File: src/rtl/mux_arb_n_pkg.sv
// mux_arb_n_pkg: shared constants and helpers for the mux_arb_n selector.
//   MODE_FIXED / MODE_RR : values of the mode input.
//   wrap_add()           : modular add for indices when the channel count
//                          need not be a power of two.
package mux_arb_n_pkg;

  localparam logic MODE_FIXED = 1'b0;
  localparam logic MODE_RR    = 1'b1;

  // (a + b) mod n, valid when both a and b are already in 0..n-1.
  function automatic int wrap_add(input int a, input int b, input int n);
    int sum_v;
    sum_v = a + b;
    return (sum_v >= n) ? (sum_v - n) : sum_v;
  endfunction

endpackage

File: src/rtl/mux_arb_n_if.sv
// mux_arb_n_if: handshake/data bundle between the sources, the selector and
// the downstream consumer.
//   in_data  : flat input bus, channel i at [i*WIDTH +: WIDTH]
//   in_valid : per-channel request
//   in_ready : per-channel accept (one-hot or zero)
//   o        : held output data
//   o_ch     : channel index the held data came from
//   o_valid  : output register holds data
//   o_ready  : downstream consumes when o_valid && o_ready
// slave  = the selector's view, master = the environment's view.
interface mux_arb_n_if #(
  parameter int WIDTH = 5,
  parameter int NCH   = 4,
  parameter int SELW  = 2
);

  logic [NCH*WIDTH-1:0] in_data;
  logic [NCH-1:0]       in_valid;
  logic [NCH-1:0]       in_ready;
  logic [WIDTH-1:0]     o;
  logic [SELW-1:0]      o_ch;
  logic                 o_valid;
  logic                 o_ready;

  modport slave (
    input  in_data, in_valid, o_ready,
    output in_ready, o, o_ch, o_valid
  );

  modport master (
    output in_data, in_valid, o_ready,
    input  in_ready, o, o_ch, o_valid
  );

endinterface

File: src/rtl/mux_arb_n_rr_pick.sv
// rr_pick: combinational rotating-priority encoder.
//   req     : per-channel request vector
//   ptr     : channel with highest priority this evaluation (0..NCH-1)
//   gnt_idx : first requesting channel at or after ptr, wrapping at NCH
//   gnt_vld : at least one channel is requesting
module rr_pick
  import mux_arb_n_pkg::*;
#(
  parameter int NCH  = 4,
  parameter int SELW = 2
) (
  input  logic [NCH-1:0]  req,
  input  logic [SELW-1:0] ptr,
  output logic [SELW-1:0] gnt_idx,
  output logic            gnt_vld
);

  int   off_v;
  int   best_v;
  logic take_v;

  // Each channel's distance from ptr (mod NCH) is its priority; the smallest
  // distance among requesters wins. Indexing by the constant loop variable
  // keeps the request select free of run-time indices.
  always_comb begin
    gnt_idx = {SELW{1'b0}};
    gnt_vld = 1'b0;
    best_v  = NCH;
    off_v   = 0;
    take_v  = 1'b0;
    for (int i = 0; i < NCH; i++) begin
      off_v   = wrap_add(i, NCH - int'(ptr), NCH);
      take_v  = req[i] && (off_v < best_v);
      best_v  = take_v ? off_v : best_v;
      gnt_idx = take_v ? SELW'(i) : gnt_idx;
      gnt_vld = gnt_vld | take_v;
    end
  end

endmodule

File: src/rtl/mux_arb_n.sv
// mux_arb_n: N-channel registered selector with valid/ready handshake.
//   clk  : rising-edge clock
//   rst  : synchronous active-high reset
//   mode : MODE_FIXED selects channel s, MODE_RR arbitrates round-robin
//   s    : channel select for fixed mode (out-of-range never grants)
//   bus  : mux_arb_n_if.slave carrying inputs, accepts and the one-entry
//          output register (o, o_ch, o_valid) with its o_ready consume.
module mux_arb_n
  import mux_arb_n_pkg::*;
#(
  parameter int WIDTH = 5,
  parameter int NCH   = 4,
  parameter int SELW  = 2
) (
  input  logic            clk,
  input  logic            rst,
  input  logic            mode,
  input  logic [SELW-1:0] s,
  mux_arb_n_if.slave      bus
);

  logic [SELW-1:0]  ptr_r;
  logic [SELW-1:0]  ptr_nxt_s;
  logic [SELW-1:0]  rr_idx_s;
  logic             rr_vld_s;
  logic             fix_vld_s;
  logic [SELW-1:0]  gnt_idx_s;
  logic             gnt_vld_s;
  logic             load_s;
  logic [NCH-1:0]   in_ready_s;
  logic [WIDTH-1:0] gnt_data_s;
  logic [WIDTH-1:0] o_r;
  logic [SELW-1:0]  o_ch_r;
  logic             o_valid_r;

  rr_pick #(
    .NCH  (NCH),
    .SELW (SELW)
  ) u_rr_pick (
    .req     (bus.in_valid),
    .ptr     (ptr_r),
    .gnt_idx (rr_idx_s),
    .gnt_vld (rr_vld_s)
  );

  // Fixed-mode request: only channel s counts; an s beyond NCH-1 matches
  // no channel and so never grants.
  always_comb begin
    fix_vld_s = 1'b0;
    for (int i = 0; i < NCH; i++) begin
      fix_vld_s = fix_vld_s | ((s == SELW'(i)) & bus.in_valid[i]);
    end
  end

  // Grant source by mode, then the load decision and per-channel accepts.
  // Reset gates load so no source sees an accept while the register is
  // being cleared.
  always_comb begin
    gnt_idx_s  = {SELW{1'b0}};
    gnt_vld_s  = 1'b0;
    in_ready_s = {NCH{1'b0}};
    if (mode == MODE_RR) begin
      gnt_idx_s = rr_idx_s;
      gnt_vld_s = rr_vld_s;
    end else begin
      gnt_idx_s = s;
      gnt_vld_s = fix_vld_s;
    end
    load_s = !rst && (!o_valid_r || bus.o_ready) && gnt_vld_s;
    for (int i = 0; i < NCH; i++) begin
      in_ready_s[i] = load_s && (gnt_idx_s == SELW'(i));
    end
  end

  // Data of the granted channel and the post-grant pointer (explicit wrap).
  always_comb begin
    gnt_data_s = {WIDTH{1'b0}};
    for (int i = 0; i < NCH; i++) begin
      gnt_data_s = (gnt_idx_s == SELW'(i)) ? bus.in_data[i*WIDTH +: WIDTH]
                                           : gnt_data_s;
    end
    ptr_nxt_s = SELW'(wrap_add(int'(gnt_idx_s), 1, NCH));
  end

  // One-entry output register: load replaces (even while being consumed),
  // a bare consume only drops valid, otherwise everything holds.
  always_ff @(posedge clk) begin
    if (rst) begin
      o_r       <= {WIDTH{1'b0}};
      o_ch_r    <= {SELW{1'b0}};
      o_valid_r <= 1'b0;
    end else if (load_s) begin
      o_r       <= gnt_data_s;
      o_ch_r    <= gnt_idx_s;
      o_valid_r <= 1'b1;
    end else if (o_valid_r && bus.o_ready) begin
      o_r       <= o_r;
      o_ch_r    <= o_ch_r;
      o_valid_r <= 1'b0;
    end else begin
      o_r       <= o_r;
      o_ch_r    <= o_ch_r;
      o_valid_r <= o_valid_r;
    end
  end

  // Rotation pointer advances only on round-robin loads; fixed mode and
  // mode switches leave it untouched.
  always_ff @(posedge clk) begin
    if (rst) begin
      ptr_r <= {SELW{1'b0}};
    end else if (load_s && (mode == MODE_RR)) begin
      ptr_r <= ptr_nxt_s;
    end else begin
      ptr_r <= ptr_r;
    end
  end

  assign bus.in_ready = in_ready_s;
  assign bus.o        = o_r;
  assign bus.o_ch     = o_ch_r;
  assign bus.o_valid  = o_valid_r;

endmodule
File: src/flat_wrapper.sv
// flat-port wrapper written by rule: the top's interface ports become plain ports
module mux_arb_n_flat import mux_arb_n_pkg::*;
#(
  parameter int WIDTH = 5,
  parameter int NCH   = 4,
  parameter int SELW  = 2
)
  (clk, rst, mode, s, bus_in_data, bus_in_valid, bus_o_ready, bus_in_ready, bus_o, bus_o_ch, bus_o_valid);
  mux_arb_n_if #(.WIDTH(WIDTH), .NCH(NCH), .SELW(SELW)) bus_i ();
  input  logic clk;
  input  logic rst;
  input  logic mode;
  input  logic [SELW-1:0] s;
  input wire logic [$bits(bus_i.in_data)-1:0] bus_in_data;
  input wire logic [$bits(bus_i.in_valid)-1:0] bus_in_valid;
  input wire logic [$bits(bus_i.o_ready)-1:0] bus_o_ready;
  output wire logic [$bits(bus_i.in_ready)-1:0] bus_in_ready;
  output wire logic [$bits(bus_i.o)-1:0] bus_o;
  output wire logic [$bits(bus_i.o_ch)-1:0] bus_o_ch;
  output wire logic [$bits(bus_i.o_valid)-1:0] bus_o_valid;
  assign bus_i.in_data = bus_in_data;
  assign bus_i.in_valid = bus_in_valid;
  assign bus_i.o_ready = bus_o_ready;
  assign bus_in_ready = bus_i.in_ready;
  assign bus_o = bus_i.o;
  assign bus_o_ch = bus_i.o_ch;
  assign bus_o_valid = bus_i.o_valid;
  mux_arb_n #(.WIDTH(WIDTH), .NCH(NCH), .SELW(SELW)) u_core (.clk(clk), .rst(rst), .mode(mode), .s(s), .bus(bus_i));
endmodule
File: config.mk
export PLATFORM = sky130hd
export DESIGN_NAME = mux_arb_n_flat
export DESIGN_NICKNAME = d
export VERILOG_FILES = /design/src/rtl/mux_arb_n_pkg.sv /design/src/rtl/mux_arb_n_if.sv /design/src/rtl/mux_arb_n_rr_pick.sv /design/src/rtl/mux_arb_n.sv /design/src/flat_wrapper.sv
export SDC_FILE = /design/constraint.sdc
export NUM_CORES = 1
export LEC_CHECK = 0
export ABC_AREA = 0
export CAP_MARGIN = 10
export CELL_PAD_IN_SITES_DETAIL_PLACEMENT = 0
export CELL_PAD_IN_SITES_GLOBAL_PLACEMENT = 2
export CORE_MARGIN = 2
export CORE_UTILIZATION = 28
export CTS_CLUSTER_DIAMETER = 150
export DETAILED_ROUTE_END_ITERATION = 8
export PLACE_DENSITY = 0.84
export SLEW_MARGIN = 5
export SYNTH_ARGS = -nofsm -noshare
export SYNTH_HDL_FRONTEND = slang
export SYNTH_SLANG_ARGS = --single-unit
export TNS_END_PERCENT = 10
File: constraint.sdc
create_clock -name clk -period 11.6 [get_ports clk]
set_clock_uncertainty 0.05 [all_clocks]
set_input_delay 1.74 -clock clk [delete_from_list [all_inputs] [get_ports clk]]
set_output_delay 1.74 -clock clk [all_outputs]
set_load 0.03 [all_outputs]
# [After elaboration in Yosys (flattened, before gate mapping)]
# Cells that the tools add are included.
[word_totals] out_inout_bits=12 ff_bits=10
[op_classes] magnitude_cmp=9 addsub=10 bitwise_logic=10 mux=19 reduce_logical=18 eq_ne=6
[ops] cell="two-way mux 32 bit" count=7
[ops] cell="< comparator 32 bit" count=3
[ops] cell=">= comparator 32 x 4 -> 1 bit, second input constant" count=2
[ops] cell="subtractor 32 x 4 -> 32 bit, second input constant" count=2
[ops] cell="< comparator 32 x 4 -> 1 bit, second input constant" count=1
[ops] cell="two-way mux 5 bit" count=4
[ops] cell="logical AND 1 bit" count=12
[ops] cell="adder 3 x 4 -> 5 bit, first input constant" count=2
[ops] cell="equality test 2 bit, second input constant" count=4
[ops] cell="two-way mux 2 bit" count=4
[ops] cell="OR 1 bit" count=6
[ops] cell="subtractor 5 x 4 -> 6 bit, second input constant" count=1
[ops] cell="adder 2 x 4 -> 5 bit, first input constant" count=1
[ops] cell=">= comparator 5 x 4 -> 1 bit, second input constant" count=1
[ops] cell="subtractor 4 x 4 -> 5 bit, second input constant" count=1
[ops] cell="AND 1 bit" count=4
[ops] cell="equality test 2 x 1 -> 1 bit, second input constant" count=2
[ops] cell=">= comparator 4 bit, second input constant" count=1
[ops] cell="zero test 2 bit" count=2
[ops] cell="two-way mux 1 bit" count=4
[ops] cell="subtractor 3 x 2 -> 4 bit, first input constant" count=1
[ops] cell="adder 2 x 1 -> 3 bit, second input constant" count=1
[ops] cell=">= comparator 3 bit, second input constant" count=1
[ops] cell="zero test 1 bit" count=2
[ops] cell="3 further kinds" count=3

# [Logic depth before layout (Yosys ltp)]
[logic_depth] depth_word=21 ltp_mapped=37 mapped_depth_nobuf=35

# [Cells and area by module]
# Synthesis repeated with hierarchy kept, for this count alone.
[hier_totals] cells_unflattened=166 hier_area_um2=1381.3
[by_module_without_submodules] mod="mux_arb_n" instances=1 cells_per_inst=79 area_per_inst_um2=748.2
[by_module_without_submodules] mod="rr_pick" instances=1 cells_per_inst=87 area_per_inst_um2=633.1

# [Least setup slack after synthesis]
# OpenSTA, ideal clock, no wires.
[synth_timing] path_kind="input -> output" start="in bus_in_valid[0]" end="out bus_in_ready[3]" path_stages=26 n_path_buf=2 slack_ns=3.174 required_time_ns=9.810 arrival_time_ns=6.636 cell_sequence="and2_1 > inv_1 > ha_1 > nand3b_1 > a21oi_1 > nand2_1 > inv_1 > a21oi_1 > ha_1 > a211oi_2 > mux2i_1 > or4b_1 > or3_1 > buf_2 > nand2_1 > mux2_2 > ha_1 > a2111o_1 > a21oi_1 > a211oi_2 > o2bb2ai_1 > inv_1 > ha_1 > clkbuf_1 > inv_1 > nor2_1"
[synth_via] elab_chain_len=14 word_cells_on_any_way=25 classes_between="order compare: 3; eq/ne: 1; mux: 8; bitwise: 7; reduce/logical: 6"
[synth_rtl] element="start: declaration" line="flat_wrapper.sv:15" rtl="input wire logic [$bits(bus_i.in_valid)-1:0] bus_in_valid;"
[synth_rtl] element="logical AND 1 bit *" line="mux_arb_n_rr_pick.sv:33" rtl="take_v = req[i] && (off_v < best_v);"
[synth_rtl] element="two-way mux 32 bit *" line="mux_arb_n_rr_pick.sv:34" rtl="best_v = take_v ? off_v : best_v;"
[synth_rtl] element="< comparator 32 bit" line="mux_arb_n_rr_pick.sv:33"
[synth_rtl] element="logical AND 1 bit" line="mux_arb_n_rr_pick.sv:33"
[synth_rtl] element="two-way mux 32 bit" line="mux_arb_n_rr_pick.sv:34"
[synth_rtl] element="< comparator 32 bit" line="mux_arb_n_rr_pick.sv:33"
[synth_rtl] element="logical AND 1 bit" line="mux_arb_n_rr_pick.sv:33"
[synth_rtl] element="two-way mux 32 bit" line="mux_arb_n_rr_pick.sv:34"
[synth_rtl] element="< comparator 32 bit" line="mux_arb_n_rr_pick.sv:33"
[synth_rtl] element="logical AND 1 bit" line="mux_arb_n_rr_pick.sv:33"
[synth_rtl] element="two-way mux 2 bit *" line="mux_arb_n_rr_pick.sv:35" rtl="gnt_idx = take_v ? SELW'(i) : gnt_idx;"
[synth_rtl] element="two-way mux 2 bit *" line="mux_arb_n.sv:62" rtl="if (mode == MODE_RR) begin"
[synth_rtl] element="named net u_core.gnt_idx_s[0]" line="mux_arb_n.sv:27" rtl="logic [SELW-1:0] gnt_idx_s;"
[synth_rtl] element="equality test 2 bit *" line="mux_arb_n.sv:71" rtl="in_ready_s[i] = load_s && (gnt_idx_s == SELW'(i));"
[synth_rtl] element="logical AND 1 bit *" line="mux_arb_n.sv:71"
[synth_rtl] element="end: declaration" line="flat_wrapper.sv:17" rtl="output wire logic [$bits(bus_i.in_ready)-1:0] bus_in_ready;"
# The timed path passes the listed nets; every way through them passes the cells marked *.

# [Worst setup path in the final report]
[layout_timing] start="in bus_in_valid[0]" end="out bus_in_ready[2]"
[layout_via] elab_chain_len=14 word_cells_on_any_way=25 classes_between="order compare: 3; eq/ne: 1; mux: 8; bitwise: 7; reduce/logical: 6"
[layout_rtl] element="logical AND 1 bit" line="mux_arb_n_rr_pick.sv:33"
[layout_rtl] element="two-way mux 32 bit" line="mux_arb_n_rr_pick.sv:34"
[layout_rtl] element="< comparator 32 bit" line="mux_arb_n_rr_pick.sv:33"
[layout_rtl] element="logical AND 1 bit" line="mux_arb_n_rr_pick.sv:33"
[layout_rtl] element="two-way mux 32 bit" line="mux_arb_n_rr_pick.sv:34"
[layout_rtl] element="< comparator 32 bit" line="mux_arb_n_rr_pick.sv:33"
[layout_rtl] element="logical AND 1 bit" line="mux_arb_n_rr_pick.sv:33"
[layout_rtl] element="two-way mux 32 bit" line="mux_arb_n_rr_pick.sv:34"
[layout_rtl] element="< comparator 32 bit" line="mux_arb_n_rr_pick.sv:33"
[layout_rtl] element="logical AND 1 bit" line="mux_arb_n_rr_pick.sv:33"
[layout_rtl] element="two-way mux 2 bit or OR 1 bit (tied branches)" line="mux_arb_n_rr_pick.sv:35, mux_arb_n_rr_pick.sv:36"
[layout_rtl] element="two-way mux 2 bit or two-way mux 1 bit (tied branches)" line="mux_arb_n.sv:62"
[layout_rtl] element="equality test 2 bit or logical AND 1 bit (tied branches)" line="mux_arb_n.sv:71, mux_arb_n.sv:69"
[layout_rtl] element="logical AND 1 bit *" line="mux_arb_n.sv:71"
# Mark *: on every way between the ends. The rest lies on a longest branch, timed or not.

==> results.md <==
- CP top delay family: simple AND/OR/NAND/NOR gates
- Area grow syn2layout: 36.85%
- Setup_tns: 0 ns
- Buf+Inv Stages, Crit Path: 5
- CTS tree: done
- Top_reg_cell synth: dfxtp_1
- Number of global-route vias before repair: ~1300
- DRC viols: 0
- Int Power: 0.1261 mW
- Leading cell type in the layout, fill and taps excluded: clkdlybuf4s50_1
- Most frequent cells in the layout: clkdlybuf4s50_1, ha_1, inv_1, nor2_1, a21oi_1
- Syn Std Cell Area: 1318 um2
- Yosys warns: 0
- Post-CTS resize count: 0
- CP max FO: 7
- Longest Clk Path Bufs: 2
- H-tree depth: 1
- Worst reg2reg endpoint: u_core.bus.o[3]
- Critical path origin: bus_in_valid[0]
- Pleak: 0.7834 nW
- DR pass1 iterations: 4
- Final wirelength: 3692 um
- Synth area leader: ha_1
- Outcome: finished, final reports clean
- Crit path to: bus_in_ready[2]
- Max VDD drop: roughly 38 uV
- CP dominant cell by count: ha_1
- Pin count of the biggest net entering global routing: 13
- Gp weighted congestion: 0.9170
- First-pass GRT wire length: 5975 um
- Total die area: 5270 um2
- RSZ-0062 raised after global routing: false
- Syn Area/Cell: 7.750 um2
- Crit path depth: 27
- Switching Share: 0.4056
- Combinational fraction of design power: 0.583
- F_max: 101.4 MHz
- Area share of the largest cell type after synthesis: 0.1709
- Period Utilization, post-route: 0.8499
- Vias per cell: 5.214
- Fin area: 1803 um2
- Final Hold Viols: 0
- #FFs+latches synth: 10
- Chip height: 72.60 um
- Cell area power density: 117.7 nW/um2
- Register area share after synthesis: 0.1519
- Crit path time final: between 9 and 10 ns
- Syn Inst Count: 170
- Net switching power: between 0.08 and 0.09 mW
- Total Routing Usage GR: 0.1434
- Max-cap violation count: 0
- HP Class: reg -> reg
- Least-Margin Pin Slew: 0.8385 ns
- Worst r2r src: u_core.ptr_r[0]
- Initial DRC Count: 60
- Clock root buffer: clkbuf_8
- Slowest stage delay, CP: roughly 0.67 ns
- Asr flop ratio synth: 0
- Max Slew Vio Count: 0
- Core area: 4444 um2
- Ports: between 40 and 50
- Worst EP arrival: 8.07 ns
- I/O Buffers: 41
- HPWL after DPL: roughly 3000 um
- FILL cells: approximately 460
- Reg power frac: 0.212
- Post-synth EDFFs: 0
- Ant. Diodes: 0
- Reg2reg setup slack: 4.38 ns
- Global route overflow: 0
- Critical path type: in -> out
- Initial antenna violation count: 0
- CTS sink count: 10
- # Post-CTS Setup Buffers: 0
- Nets: 259
- Startpoint Class: primary input
- Cell Area, Placed: 1748 um2
- Slew headroom: 0.4362
- DR vias: 1366
- CTS Buf Count: 3
- CTS Hold Bufs: 0
- Area contributors post-synth: ha_1, dfxtp_1, mux2i_1
- Layout cells sized above 1: 0.08095
- Setup violators final: 0
- Routed Antenna Nets: 0
- Clock share of power: 0.205
- Worst path slowest cell: clkdlybuf4s50_1
- Starting Density: 0.2965
- Cell row count: 24
- Worst r2r path cells: 31
- Clk slew on worst S/H paths: 0.05 ns
- Yosys cell types: between 40 and 50
- CP required: 9.81 ns
- Worst Setup End Kind: output pin
- Die X: 72.60 um
- Clock latency on the worst-skew pair: around 0.23 ns
- DR WL/cell: approximately 14 um
## kinds of logic (layout without fill, tap and decap cells)
logic type / count (synthesis) / count (layout) / synth area share
DFF: 10 / 10 / 0.1519
buffers and inverters: 23 / 62 / 0.08547
other: 1 / 2 / 0.002846
and+or+nand+nor: 55 / 55 / 0.2146
muxes: 14 / 14 / 0.1092
adders and majority gates: 18 / 18 / 0.1709
AOI/OAI and AO/OA: 48 / 48 / 0.2583
xor gates and xnor gates: 1 / 1 / 0.006649
## cell usage after synthesis (3+ instances only)
| library cell | count |
|---|---|
| nor3_1 | 3 |
| nor2_1 | 15 |
| o21ai_0 | 10 |
| or2_2 | 3 |
| nand2_1 | 10 |
| nand3_1 | 4 |
| mux2i_1 | 11 |
| a221o_1 | 4 |
| mux2_2 | 3 |
| nand2b_1 | 8 |
| a21oi_1 | 15 |
| ha_1 | 18 |
| dfxtp_1 | 10 |
| inv_1 | 16 |
## layout make-up
class / instances / area (um2) / area share
Inverter: 17 / 63.81 / 0.03539
Sequential cell: 10 / 200.2 / 0.1110
Clock buffer: 4 / 55.05 / 0.03053
Multi-Input combinational cell: 138 / 1008 / 0.5593
Timing Repair Buffer: 41 / 410.4 / 0.2276
Tap cell: 52 / 65.06 / 0.03609
## worst min-delay path, cell delays in order, from the launching register on
cell and delay [ns]:
dfxtp_1 0.30, nand2b_1 0.07, mux2i_1 0.06
## sequential cells by signal (all words and copies together) (netlist names)
register / count
u_core.bus.o: 5
u_core.bus.o_ch: 2
u_core.bus.o_valid: 1
u_core.ptr_r: 2
## per-stage QoR
step	hold slack (ns)	power (mW)	std cells	util	setup slack, ns
final	0.4288	0.2122	262	0.4057	1.742
after global routing	0.4488	0.2293	262	0.4057	1.351
after CTS	0.4306	0.2151	262	0.4057	1.810
after detailed placement	0.4229	0.1696	258	0.3933	1.828
after global placement	0.4146	0.1685	258	0.3933	1.907
after floorplan	0.4884	0.1299	171	-	3.174
## power groups by stage
stage               registers, mW  clock network, mW  logic [mW]
CTS                        0.0451             0.0456       0.124
detailed placement         0.0458                  0       0.124
finish                     0.0451             0.0434       0.124
floorplan                  0.0557                  0      0.0742
global route               0.0458             0.0466       0.137
global placement           0.0456                  0       0.123
## worst min-delay path by stage
| stage | to | cells past startpoint | start |
|---|---|---|---|
| after floorplan | u_core.ptr_r[1] | 2 | u_core.ptr_r[1] |
| after global placement | u_core.bus.o[1] | 2 | u_core.bus.o[1] |
| after detailed placement | u_core.bus.o[2] | 2 | u_core.bus.o[2] |
| after CTS | u_core.bus.o[2] | 2 | u_core.bus.o[2] |
| after global routing | u_core.bus.o[1] | 2 | u_core.bus.o[1] |
| final | u_core.bus.o_ch[1] | 2 | u_core.bus.o_ch[1] |
## per-layer routing
layer | global-route usage | routed length, um | vias up
li1 | - | - | 685
met5 | 0 | 0 | -
met4 | 0.04733 | 45 | 0
met3 | 0.02901 | 236 | 4
met1 | 0.1657 | 1602 | 623
met2 | 0.2616 | 1807 | 54
No activity file was read; power rests on OpenSTA's default activity.
